<file path="config.mk">
export PLATFORM = sky130hd
export DESIGN_NAME = serial_cmd_master
export DESIGN_NICKNAME = d
export VERILOG_FILES = /design/src/rtl/serial_cmd_master.sv
export SDC_FILE = /design/constraint.sdc
export NUM_CORES = 1
export LEC_CHECK = 0
export ABC_AREA = 1
export BUFFER_PORTS_ARGS = -buffer_cell sky130_fd_sc_hd__buf_4
export CORE_MARGIN = 2
export CORE_UTILIZATION = 60
export CTS_CLUSTER_DIAMETER = 40
export DETAILED_ROUTE_END_ITERATION = 8
export PLACE_DENSITY_LB_ADDON = 0.1
export REMOVE_ABC_BUFFERS = 1
export SYNTH_ARGS = -nofsm -noshare
export SYNTH_HDL_FRONTEND = slang
export SYNTH_SLANG_ARGS = --single-unit
</file>
<file path="constraint.sdc">
create_clock -name clk -period 4.6 [get_ports clk]
set_input_delay 0.23 -clock clk [delete_from_list [all_inputs] [get_ports clk]]
set_output_delay 0.23 -clock clk [all_outputs]
set_load 0.02 [all_outputs]
</file>
<file path="src/rtl/serial_cmd_master.sv">
// Host-side initiator for the byte-serial command protocol: sends opcode plus
// up to two argument bytes over a UART, then collects a fixed-length response.
module serial_cmd_master #(
    parameter int TIMEOUT_CYCLES = 1000000,
    parameter int MAX_RESP       = 32
) (
    input  logic       clk,
    input  logic       reset,
    input  logic       cmd_valid,
    output logic       cmd_ready,
    input  logic [7:0] cmd_opcode,
    input  logic [1:0] cmd_nargs,
    input  logic [7:0] cmd_arg0,
    input  logic [7:0] cmd_arg1,
    input  logic [5:0] cmd_nresp,
    input  logic       txBusy,
    output logic       txStart,
    output logic [7:0] txData,
    input  logic       rxReady,
    input  logic [7:0] rxData,
    output logic       resp_valid,
    output logic [7:0] resp_data,
    output logic [5:0] resp_index,
    output logic       resp_last,
    output logic       done,
    output logic       timeout_err
);
    localparam int TW = $clog2(TIMEOUT_CYCLES) + 1;

    typedef enum logic [2:0] {IDLE, LOAD, SEND, GAP, RECV, FIN} state_t;

    state_t        state;
    logic [7:0]    op, a0, a1;
    logic [1:0]    nargs, ptr;
    logic [5:0]    nresp, rcnt;
    logic [TW-1:0] tcnt;
    logic [1:0]    nargs_c;
    logic [5:0]    nresp_c;

    assign nargs_c   = (cmd_nargs == 2'd3) ? 2'd2 : cmd_nargs;
    assign nresp_c   = (cmd_nresp > 6'(MAX_RESP)) ? 6'(MAX_RESP) : cmd_nresp;
    assign cmd_ready = (state == IDLE);

    always_ff @(posedge clk or posedge reset) begin
        if (reset) begin
            state       <= IDLE;
            op          <= '0;
            a0          <= '0;
            a1          <= '0;
            nargs       <= '0;
            nresp       <= '0;
            ptr         <= '0;
            rcnt        <= '0;
            tcnt        <= '0;
            txStart     <= 1'b0;
            txData      <= '0;
            resp_valid  <= 1'b0;
            resp_data   <= '0;
            resp_index  <= '0;
            resp_last   <= 1'b0;
            done        <= 1'b0;
            timeout_err <= 1'b0;
        end else begin
            txStart    <= 1'b0;
            resp_valid <= 1'b0;
            resp_last  <= 1'b0;
            done       <= 1'b0;
            case (state)
                IDLE: if (cmd_valid) begin
                    op          <= cmd_opcode;
                    a0          <= cmd_arg0;
                    a1          <= cmd_arg1;
                    nargs       <= nargs_c;
                    nresp       <= nresp_c;
                    ptr         <= '0;
                    timeout_err <= 1'b0;
                    state       <= LOAD;
                end
                LOAD: begin
                    txData <= (ptr == 2'd0) ? op : (ptr == 2'd1) ? a0 : a1;
                    state  <= SEND;
                end
                SEND: if (!txBusy) begin
                    txStart <= 1'b1;
                    state   <= GAP;
                end
                // txBusy may lag txStart by a cycle, so it is not looked at here
                GAP: begin
                    if (ptr < nargs) begin
                        ptr   <= ptr + 2'd1;
                        state <= LOAD;
                    end else if (nresp == 6'd0) begin
                        done  <= 1'b1;
                        state <= FIN;
                    end else begin
                        tcnt  <= '0;
                        rcnt  <= '0;
                        state <= RECV;
                    end
                end
                RECV: begin
                    if (rxReady) begin
                        resp_valid <= 1'b1;
                        resp_data  <= rxData;
                        resp_index <= rcnt;
                        resp_last  <= (rcnt == nresp - 6'd1);
                        rcnt       <= rcnt + 6'd1;
                        tcnt       <= '0;
                        if (rcnt + 6'd1 == nresp) begin
                            done  <= 1'b1;
                            state <= FIN;
                        end
                    end else if (tcnt == TW'(TIMEOUT_CYCLES - 1)) begin
                        timeout_err <= 1'b1;
                        done        <= 1'b1;
                        state       <= FIN;
                    end else begin
                        tcnt <= tcnt + TW'(1);
                    end
                end
                // done is high for exactly the cycle spent here
                FIN:     state <= IDLE;
                default: state <= IDLE;
            endcase
        end
    end
endmodule

</file>
==> metrics.txt <==
routed len/inst 13.91 um; # Post-CTS Setup Buffers 0; gr usage total 27.46%; Crit Path Max Fanout 28; r2r startpoint tcnt[0]$_DFFE_PP0P_; Switch Pwr 1.223 mW; layout cell share with drive strength beyond 1 15.57%; clock tree buffer depth 2; Hold WC Path Type in -> reg; Worst-path clk slew 90 ps; DRC Markers 0; I/O pin cnt 73; WL final 10,970 um; #FFs+latches synth 91; leakage 2.753 nW; final hold slack 25.70 ps; Row Count 32; initial antenna violation count 0; die area 8598 sq um; TritonCTS clock tree yes; Post-Synthesis Cells 618; n_diodes 0; Combinational Power Share 40.0%; clk_skew 13.63 ps; cell-internal power 1.818 mW; first-pass GRT wire length 18,790 um; dpl ws 2405 ps; RSZ-0062 raised after global routing false; capture point of the worst path tcnt[6]$_DFFE_PP0P_; Final #Nets 734; number of buffers created by CTS 9; Yosys cell types 38; Seq/Total Area, Yosys 48.21%; routability cong. 0.9664; max-cap check violation count 0; Overflow after GRT 0; Highest Clock Rate 453.1 MHz; sequential power share 39.9%; Post-Route Utilization 71.99%; Critical Path Source tcnt[0]$_DFFE_PP0P_; critical path arrival 2450 ps; Total Power 3.041 mW; vias in the first global route 4,043; Synth area leaders dfrtp_1 48%, nand2_1 19%, nand3_1 4.3%; PortBufs 72; clock latency on the worst-skew pair 360 ps; FF-to-FF setup slack 2390 ps; required time of the critical path 4840 ps; Vias 4,229; R2R depth 8; Tcrit/Tclk final 47.98%; Post-synth EDFFs 0; Hold Violations, Final 0; Most used DFF post-synth dfrtp_1; peak supply drop 344.5 uV; setup TNS 0 ps; clock share of power 20.2%; Setup-failing EPs final 0; Yosys warning count 0; Iter 0 DRT Violations 240; die width 92.73 um; Worst setup SP type flip-flop; FF-to-FF End tcnt[6]$_DFFE_PP0P_; fin crit period 2207 ps; Post-DP HPWL 7703 um; Starting Density 61.44%; Synth top area share 48.21%; Pwr per Cell Area 549.5 nW/um^2; DRT Pass-1 Iters 5; Placeable Area 7687 sq um; outcome complete, no violations; Crit. End Element flip-flop; Worst Tran Pin Value 1034 ps; slew margin rel. 30.98%; CTS root buffer clkbuf_8; syn_area_per_cell 7.643 sq um; cell taking the most area after synthesis dfrtp_1; Vias per Instance 5.360; Hold Buf Count CTS 0; Sink Count 91; area delta synth->final 17.17%; Sw Ratio 40.21%; fillers 665; final setup margin 2393 ps; # H-tree levels 3; die height 92.73 um; FFs w/ async S/R, synth 100.0%; largest net degree at the start of global routing 59; Max Slew Vio Count 0; crit path kind reg -> reg; post_cts resized 0; Mapped Area 4723 sq um; Antenna Nets Post-Route 0
==> worst min path at each step <==
stage          startpoint                 to  slack [ps]  depth (start not counted)
2_1_floorplan      txBusy  txStart$_DFF_PP0_         300                          1
3_3_place_gp       txBusy  txStart$_DFF_PP0_         390                          2
3_5_place_dp       txBusy  txStart$_DFF_PP0_         400                          2
4_1_cts            txBusy  txStart$_DFF_PP0_          20                          2
5_1_grt            txBusy  txStart$_DFF_PP0_          30                          2
6_report           txBusy  txStart$_DFF_PP0_          30                          2
==> synth_stat cells (2+ instances only) <==
master,number
inv_1,50
a21oi_1,21
a21o_1,2
o21ai_0,33
nand3_1,41
nor2_4,2
xor2_1,13
clkbuf_1,11
dfrtp_1,91
nand2_2,2
nor2_1,46
o21ai_1,2
xnor2_1,4
o21ai_2,5
or2_2,2
buf_2,7
ha_1,7
nand4_1,16
o31ai_1,5
nand2_1,235
inv_2,2
nor3_1,5
==> metrics by stage <==
stage	instance area (sq um)	std cells
2_1_floorplan	4623	597
3_3_place_gp	5308	773
3_5_place_dp	5308	773
4_1_cts	5534	789
5_1_grt	5534	789
6_report	5534	789
==> power by group through the flow <==
stage | clock network, mW | registers [mW] | logic [mW]
2_1_floorplan | 0 | 1.31 | 0.730
3_3_place_gp | 0 | 1.21 | 1.18
3_5_place_dp | 0 | 1.22 | 1.22
4_1_cts | 0.622 | 1.21 | 1.22
5_1_grt | 0.655 | 1.25 | 1.38
6_report | 0.613 | 1.21 | 1.22
==> per-layer routing <==
metal | global-route usage, % | up-vias | wire length, um
met4 | 11.03 | 0 | 199
li1 | - | 2114 | -
met3 | 3.417 | 18 | 541
met1 | 40.14 | 1960 | 5031
met5 | 0 | - | 0
met2 | 41.91 | 137 | 5201
==> state kept, by name, indices dropped and copies added (netlist names) <==
signal / count
a0: 8
a1: 8
done: 1
nargs: 2
nresp: 6
op: 8
ptr: 2
rcnt: 6
resp_data: 8
resp_index: 6
resp_last: 1
resp_valid: 1
state: 3
tcnt: 21
timeout_err: 1
txData: 8
txStart: 1
==> placed cells by master (no fill, tap or decap), types with 4 or more instances in the layout <==
cell type	count
a21oi_1	21
buf_4	74
clkbuf_8	10
dfrtp_1	91
ha_1	7
inv_1	49
nand2_1	235
nand3_1	41
nand4_1	16
nor2_1	46
nor3_1	5
o21ai_0	33
o21ai_2	5
o31ai_1	5
xnor2_1	4
xor2_1	13
==> cells by family after synthesis <==
| kind of cell | Yosys count | share of synthesized area (%) |
|---|---|---|
| buf+inv | 73 | 6.252 |
| compound gates | 76 | 9.351 |
| flops | 91 | 48.21 |
| fa+ha+maj | 7 | 1.854 |
| simple gates | 354 | 31.18 |
| xor+xnor | 17 | 3.152 |
==> worst max-delay path: stages (launching register included) <==
cell and delay, ps:
dfrtp_1 440, ha_1 310, nand3_2 170, nor2_4 160, nand4_1 120, nand2_2 360, inv_1 320, nand2_1 150
o21ai_2 60
==> cell type report <==
| cell class | count | area (sq um) | area share (%) |
|---|---|---|---|
| clock buffer | 11 | 141.4 | 2.555 |
| clock inverter | 5 | 85.08 | 1.537 |
| inverter | 52 | 196.4 | 3.550 |
| multi-input combinational | 454 | 2151 | 38.86 |
| sequential | 91 | 2277 | 41.15 |
| tap | 102 | 127.6 | 2.306 |
| timing repair buffer | 74 | 555.5 | 10.04 |
Power figures use the tool's default switching activity.
